$ cat src/rtl/seg_scan_decoder.sv
// seg_scan_decoder: samples a multiplexed, active-low 7-segment display bus
// (segments + digit anodes), waits for each digit to be stable, decodes it
// and publishes a complete 4-digit frame once all digits have been seen.
module seg_scan_decoder #(
   parameter int unsigned SETTLE = 4
) (
   input  logic        clk,
   input  logic        rst,
   input  logic [7:0]  seg_in,
   input  logic [3:0]  an_in,
   output logic [15:0] dec_out,
   output logic [3:0]  dp_out,
   output logic [3:0]  err_out,
   output logic        frame_valid
);

   localparam logic [7:0] SETTLE_C = 8'(SETTLE);

   typedef enum logic [1:0] {S_IDLE, S_SETTLE, S_CAPTURE} state_t;

   state_t      state, state_nxt;
   logic [7:0]  seg_r, seg_p;
   logic [3:0]  an_r, an_p;
   logic [7:0]  cnt, cnt_nxt;
   logic        wait_flag;
   logic [3:0]  wait_an;
   logic [3:0]  seen, seen_nxt;
   logic [15:0] work_dec;
   logic [3:0]  work_dp, work_err;
   logic        an_legal, changed, capture;
   logic [3:0]  code;
   logic        code_err;
   logic [1:0]  digit_idx;

   // Input stage plus a one-cycle history used for stability detection.
   // NOTE: sequential state is always assigned with <= so every register
   // samples pre-edge values regardless of statement order.
   always_ff @(posedge clk) begin
      if (rst) begin
         seg_r <= 8'hFF;
         an_r  <= 4'hF;
         seg_p <= 8'hFF;
         an_p  <= 4'hF;
      end else begin
         seg_r <= seg_in;
         an_r  <= an_in;
         seg_p <= seg_r;
         an_p  <= an_r;
      end
   end

   assign an_legal = (an_r == 4'b1110) || (an_r == 4'b1101) ||
                     (an_r == 4'b1011) || (an_r == 4'b0111);
   assign changed  = {seg_r, an_r} != {seg_p, an_p};

   // Next-state and settle-counter logic.
   // NOTE: every signal driven here gets a default first, so no path can
   // leave it unassigned and infer a latch.
   always_comb begin
      state_nxt = state;
      cnt_nxt   = cnt;
      capture   = 1'b0;
      case (state)
         S_IDLE: begin
            // After a capture, stay parked until the selected digit changes.
            if (!(wait_flag && an_r == wait_an) && an_legal) begin
               state_nxt = S_SETTLE;
               cnt_nxt   = 8'd1;
            end
         end
         S_SETTLE: begin
            if (!an_legal) begin
               state_nxt = S_IDLE;
            end else if (changed) begin
               cnt_nxt = 8'd1;
            end else begin
               cnt_nxt = cnt + 8'd1;
               if (cnt_nxt == SETTLE_C) state_nxt = S_CAPTURE;
            end
         end
         S_CAPTURE: begin
            capture   = 1'b1;
            state_nxt = S_IDLE;
         end
         default: state_nxt = S_IDLE;
      endcase
   end

   // State register, settle counter and the post-capture wait condition.
   always_ff @(posedge clk) begin
      if (rst) begin
         state     <= S_IDLE;
         cnt       <= 8'd0;
         wait_flag <= 1'b0;
         wait_an   <= 4'hF;
      end else begin
         state <= state_nxt;
         cnt   <= cnt_nxt;
         if (capture) begin
            wait_flag <= 1'b1;
            wait_an   <= an_p;
         end else if (state == S_IDLE && wait_flag && an_r != wait_an) begin
            wait_flag <= 1'b0;
         end
      end
   end

   // Segment decoder; in CAPTURE the previous-cycle sample holds the settled value.
   always_comb begin
      code     = 4'hF;
      code_err = 1'b0;
      case (seg_p[7:1])
         7'b0000001: code = 4'h0;
         7'b1001111: code = 4'h1;
         7'b0010010: code = 4'h2;
         7'b0000110: code = 4'h3;
         7'b1001100: code = 4'h4;
         7'b0100100: code = 4'h5;
         7'b0100000: code = 4'h6;
         7'b0001111: code = 4'h7;
         7'b0000000: code = 4'h8;
         7'b0000100: code = 4'h9;
         7'b1111111: code = 4'hA;
         default:    code_err = 1'b1;
      endcase
      case (an_p)
         4'b1101: digit_idx = 2'd1;
         4'b1011: digit_idx = 2'd2;
         4'b0111: digit_idx = 2'd3;
         default: digit_idx = 2'd0;
      endcase
   end

   // Seen bits clear on publication; a capture in the same cycle still registers.
   always_comb begin
      seen_nxt = (seen == 4'hF) ? 4'h0 : seen;
      if (capture) seen_nxt[digit_idx] = 1'b1;
   end

   // Working frame, seen tracking and frame publication.
   always_ff @(posedge clk) begin
      if (rst) begin
         seen        <= 4'h0;
         work_dec    <= 16'h0000;
         work_dp     <= 4'h0;
         work_err    <= 4'h0;
         dec_out     <= 16'h0000;
         dp_out      <= 4'h0;
         err_out     <= 4'h0;
         frame_valid <= 1'b0;
      end else begin
         frame_valid <= 1'b0;
         seen        <= seen_nxt;
         if (seen == 4'hF) begin
            dec_out     <= work_dec;
            dp_out      <= work_dp;
            err_out     <= work_err;
            frame_valid <= 1'b1;
         end
         if (capture) begin
            work_dec[{digit_idx, 2'b00} +: 4] <= code;
            work_dp[digit_idx]                <= ~seg_p[0];
            work_err[digit_idx]               <= code_err;
         end
      end
   end

endmodule

$ cat config.mk
export PLATFORM = sky130hd
export DESIGN_NAME = seg_scan_decoder
export DESIGN_NICKNAME = d
export VERILOG_FILES = /design/src/rtl/seg_scan_decoder.sv
export SDC_FILE = /design/constraint.sdc
export NUM_CORES = 1
export LEC_CHECK = 0
export CAP_MARGIN = 20
export CORE_ASPECT_RATIO = 1.75
export CORE_UTILIZATION = 43
export CTS_BUF_LIST = sky130_fd_sc_hd__clkbuf_8 sky130_fd_sc_hd__clkbuf_16
export DETAILED_ROUTE_END_ITERATION = 10
export GPL_TIMING_DRIVEN = 0
export PLACE_DENSITY = 0.71
export SYNTH_ARGS = -nofsm -noshare
export SYNTH_HDL_FRONTEND = slang
export SYNTH_SLANG_ARGS = --single-unit
export TNS_END_PERCENT = 10
$ cat constraint.sdc
create_clock -name clk -period 4.3 [get_ports clk]
set_input_delay 0.86 -clock clk [delete_from_list [all_inputs] [get_ports clk]]
set_output_delay 0.86 -clock clk [all_outputs]
set_load 0.02 [all_outputs]
* Yosys cells after proc, flatten, opt, wreduce, memory -nomap -nowiden *
Index checks and enable logic that the tools add are counted.

cells by class
  $add $sub $neg = 2
  shifts and indexed selects = 2
  multiplexer cells = 23
  bitwise logic cells = 2
  equal/unequal tests = 28
  magnitude comparators = 2
  reductions and logical operators = 16

operators by type and width
  operator                                               number
  case mux 4 bit (11 select lines)                       1
  == test 4 bit (second input constant)                  6
  2-to-1 mux 8 bit                                       3
  == test 7 bit (second input constant)                  3
  bitwise mux 16 bit                                     1
  case mux 8 bit (2 select lines)                        1
  variable shift 4 x 6 -> 16 bit (first input constant)  1
  indexed part select 4 x 6 -> 16 bit                    1
  == test 7 x 3 -> 1 bit (second input constant)         2
  == test 7 x 6 -> 1 bit (second input constant)         2
  != test 12 bit                                         1
  OR reduction 11 bit                                    1
  adder 8 x 1 -> 8 bit (second input constant)           1
  bitwise mux 4 bit                                      2
  == test 4 x 3 -> 1 bit (second input constant)         2
  == test 8 x 3 -> 1 bit (second input constant)         1
  2-to-1 mux 2 bit                                       4
  2-to-1 mux 4 bit                                       2
  == test 7 x 1 -> 1 bit (second input constant)         1
  == test 7 x 4 -> 1 bit (second input constant)         1
  == test 7 x 5 -> 1 bit (second input constant)         1
  zero test 7 bit                                        1
  2-to-1 mux 1 bit                                       6
  != test 3 bit (second input constant)                  2
  19 further kinds                                       28

storage, ports and cells
  bits in registers = 92
  input bits = 14
  word-level logic and storage cells = 91
  output and inout bits = 25

* Longest topological paths before layout *
  word-level depth = 8
  depth in mapped cells = 8
  gate-level depth less buffers = 8

* Worst setup path after synthesis *
OpenSTA, ideal clock, no wires.

  kind = in2reg
  start = in rst
  end = reg cnt[5]
  library setup time = 0.084 ns
  path slack = 2.153 ns
  stages on the path = 6
  path buffers = 2
  data arrival time = 2.063 ns
  required time = 4.216 ns
  cell sequence = clkbuf_1 -> nor4_1 -> nand4_2 -> or2_1 -> buf_2 -> o31ai_2

RTL lines
  element               line  source
  start, declared       8     input logic rst,
  end signal, assigned  98    cnt <= cnt_nxt;
  end, declared         24    logic [7:0] cnt, cnt_nxt;

* Worst setup path in the final report *
  start = reg an_p[3]
  end = reg work_dec[15]

between the ends
  word-level cells in the longest chain between the ends = 5
  elaborated cells on any way between the ends = 8
  those cells by class = 1 x add/sub; 3 x eq/ne; 2 x shift; 2 x mux

RTL lines
  element                                                                                line  source
  start, declared                                                                        23    logic [3:0] an_r, an_p;
  start signal, assigned                                                                 48    an_p <= an_r;
  == test 4 x 3 -> 1 bit or == test 4 bit (tied branches)                                126   case (an_p)
  case mux 2 bit (3 select lines) *                                                      126
  negator 4 -> 6 bit *                                                                   161   work_dec[{digit_idx, 2'b00} +: 4] <= code;
  indexed part select 4 x 6 -> 16 bit or variable shift 4 x 6 -> 16 bit (tied branches)  161
  bitwise mux 16 bit *                                                                   161
  end signal, assigned by index                                                          161
  end, declared                                                                          28    logic [15:0] work_dec;

Mark *: on every way between the ends. The rest lies on a longest branch, timed or not.
A chain may end at the register's enable or synchronous reset.

==> results.md <==
- Status: completed
- Most used DFF post-synth: dfxtp_1
- Post-synthesis area per instance: just under 9 um^2
- Max Clock Skew: 0.00663 ns
- Hold Crit Class: reg -> reg
- Sequential Power Share: 48.0%
- Setup TNS: 0 ns
- Sw Ratio: between 20 and 25%
- Ports: 39
- Clock root buffer: clkbuf_16
- GR Util All Layers: between 10% and 20%
- Post-Syn Area: around 3900 um^2
- DRT Pass-1 Iters: 4
- Num CTS Buffers: 9
- RSZ-0062 raised after global routing: no
- Hold Startpoint: work_dec[4]$_SDFFE_PP0P_
- N_diodes: 0
- Routed Antenna Nets: 0
- Initial antenna violation count: 0
- Worst-Margin Slew: roughly 0.74 ns
- Setup Viol. Count Final: 0
- Final Critical Period: around 2.6 ns
- EDFF count, synth: 0
- Post-place instance area: between 4000 and 5000 um^2
- Tcrit/Tclk final: between 60% and 70%
- Internal power component: about 1.4 mW
- Vias post-DR: ~3200
- Yosys reg bits: slightly above 90
- Data arrival time of the worst path: between 2 and 3 ns
- Slowest cell on crit path: nor4_1
- Total global routing overflow: 0
- Fill count: between 800 and 900
- Reg clk slew, reported paths: 0.06 ns
- Leak: 1.64 nW
- Insertion delay to the later sink of the worst-skew pair: around 0.34 ns
- Hold Slack: 0.449 ns
- Vias in the first global route: between 3000 and 4000
- Launching element type of the critical path: flip-flop
- CP Max Fanout: 9
- H-tree levels: 3
- WL/cell: approximately 14 um
- CTS tree: built
- Initial Utilization: ~45%
- CP cell instances: xor2_1, nand3_1, inv_1, ha_1, nand2_1, nor4_1, a21oi_1, a311oi_1
- Share of cells above drive strength 1: around an eighth
- Row count: 45
- Pwr Density: 383 nW/um^2
- Flip-flop and latch area: 1840 um^2
- Die span in y: ~130 um
- Global placer's final weighted congestion: 0.928
- Crit end category: flip-flop
- Critical R2R Launch: an_p[3]$_SDFF_PP1_
- # hold bufs at CTS: 0
- Post-synth ARST share: 0%
- CP required: 4.54 ns
- Clock sinks: 92
- Pre-CTS setup slack: 1.73 ns
- Achievable frequency: 0.383 GHz
- Footprint of the multi-input gates: around 1900 um^2
- Slew margin rel.: about half
- Core Footprint: approximately 9000 um^2
- Die area: roughly 9500 um^2
- Global-route wire length before repair: roughly 15000 um
- Initial DRC Count: 200
- Chip width: 74.3 um
- Final nets: about 510
- Clock Tree Buf Depth: 2
- Port Buf Inserts: 37
- Via/cell ratio: around 5.3
- Area Overhead vs Synth: 21.2%
- Register area share after synthesis: roughly 47%
- Pins Over Slew Limit: 0
- Synth cell types: 58
- Synthesized instance count: approximately 440
- CTS resizes: 0
- R2r setup slk: roughly 1.7 ns
- Crit Path Category: reg -> reg
- # Post-CTS Setup Buffers: 0
- Largest net degree at the start of global routing: 15
- Maximum vdd ir drop: about 0.23 mV
- Fin. Hold Viols: 0
- WL final: approximately 8600 um
- Clock share of power: between 40% and 50%
- Setup ws final: approximately 1.7 ns
- Post-route cell area: between 4000 and 5000 um^2
- CP startpoint: an_p[3]$_SDFF_PP1_
- Post-Synthesis Net Count: 466
- CP delay by family, top: simple AND/OR/NAND/NOR gates
- YS warnings: 0
- # Max-Cap Violations: 0
- Switching power total: a little under 400 uW
- Crit path buffers/inverters: 1
- Residual DRC: 0
- HPWL after detailed placement: around 6600 um
- Logic gate share of total power: under 10%
- Fin util: between 50% and 60%
- Critical path's largest stage delay: 0.58 ns
area by class of cell:
type	count	area share, %
multi-input cells	317	40.8
flip-flops and latches	92	38.6
repair buffers	37	7.77
clock buffers	10	5.01
well taps	117	3.07
plain buffers	27	2.55
clock inverters	5	1.63
inverters	7	0.551
power by group through the flow:
| stage | clock, mW | combinational [mW] | sequential (mW) |
|---|---|---|---|
| floorplan | 0 | 0.0790 | 0.893 |
| global placement | 0 | 0.111 | 0.896 |
| detailed placement | 0 | 0.114 | 0.897 |
| CTS | 0.848 | 0.114 | 0.877 |
| global route | 0.882 | 0.126 | 0.879 |
| finish | 0.834 | 0.115 | 0.878 |
worst min-delay path: cells and delay by family, from the launching register on:
kind | cells | cell delay, ns
flip-flops | 1 | 0.31
AND/OR/NAND/NOR | 1 | 0.05
AO/OA/AOI/OAI | 1 | 0.05
through the flow:
stage | power, mW | instances
final | 1.83 | 612
after detailed placement | 1.01 | 597
after global placement | 1.01 | 597
after CTS | 1.84 | 612
after global routing | 1.89 | 612
after floorplan | 0.972 | 443
metal layers:
metal	vias up	track usage (%)	share of wire, %
met1	1495	20.1	38
met4	0	11.1	3.3
li1	1629	-	-
met2	78	36.5	55
met5	-	0	0
met3	20	4.62	3.1
path summary, 6_finish.rpt:
kind,cells after the start,to
min,2,work_dec[4]$_SDFFE_PP0P_
min reg2reg,2,work_dec[4]$_SDFFE_PP0P_
max,8,work_dec[15]$_SDFFE_PP0P_
max reg2reg,8,work_dec[15]$_SDFFE_PP0P_
flip-flops by register name, indices dropped and copies added (netlist names), 2 cells and up:
register and cells:
dec_out 16, work_dec 16, cnt 8, seg_p 8, seg_r 8, an_p 4
an_r 4, dp_out 4, err_out 4, seen 4, wait_an 4, work_dp 4
work_err 4, state 2
Yosys cell counts, types with 2 or more instances:
cell | number | area [um^2]
and3_1 | 4 | 25.0
mux2i_1 | 4 | 40.0
a32o_1 | 5 | 50.1
buf_2 | 7 | 35.0
dfxtp_1 | 92 | 1840
nand4_1 | 6 | 37.5
o31ai_2 | 3 | 37.5
a211oi_1 | 2 | 15.0
a21oi_1 | 48 | 240
o221ai_1 | 3 | 26.3
nor2b_1 | 4 | 25.0
a2bb2oi_1 | 2 | 17.5
ha_1 | 9 | 113
or3_1 | 3 | 18.8
xor2_1 | 19 | 166
nand2_1 | 85 | 319
nand2b_1 | 5 | 31.3
o21ai_1 | 5 | 25.0
a311oi_1 | 2 | 17.5
inv_1 | 7 | 26.3
and4b_1 | 3 | 30.0
nor2_1 | 20 | 75.1
or2_2 | 25 | 156
xnor2_1 | 2 | 17.5
a22oi_1 | 2 | 15.0
clkbuf_1 | 14 | 52.6
nor4_1 | 8 | 50.1
buf_1 | 4 | 15.0
and4_1 | 3 | 26.3
nand3_1 | 12 | 60.1
nand4b_1 | 3 | 26.3
nor3_1 | 6 | 30.0
kinds of logic after synthesis:
group	synth area share (%)
AO/OA/AOI/OAI	14.7
flip-flops	46.8
adder cells (fa/ha/maj)	2.86
buffers and inverters	3.75
multiplexers	1.02
XOR/XNOR	4.68
AND/OR/NAND/NOR	26.2
cell usage in the layout (no fill, tap or decap), types with 2 or more instances in the layout:
cell | synthesis | final
clkbuf_1 | 14 | 14
o21ai_1 | 5 | 5
xor2_1 | 19 | 19
xnor2_1 | 2 | 2
a2bb2oi_1 | 2 | 2
nor2b_1 | 4 | 4
nor2_1 | 20 | 20
a311oi_1 | 2 | 2
buf_2 | 7 | 7
and3_1 | 4 | 4
bufinv_16 | 0 | 2
o31ai_2 | 3 | 3
a32o_1 | 5 | 5
dfxtp_1 | 92 | 92
ha_1 | 9 | 9
nor3_1 | 6 | 6
or3_1 | 3 | 3
nand4_1 | 6 | 6
nand2b_1 | 5 | 5
and4_1 | 3 | 3
inv_1 | 7 | 8
a211oi_1 | 2 | 2
buf_1 | 4 | 4
nand4b_1 | 3 | 3
mux2i_1 | 4 | 4
nand2_1 | 85 | 85
nand3_1 | 12 | 12
or2_2 | 25 | 25
clkbuf_16 | 0 | 9
a21oi_1 | 48 | 48
clkdlybuf4s50_1 | 0 | 37
a22oi_1 | 2 | 2
and4b_1 | 3 | 3
nor4_1 | 8 | 8
o221ai_1 | 3 | 3
(Power assumes the default switching activity.)
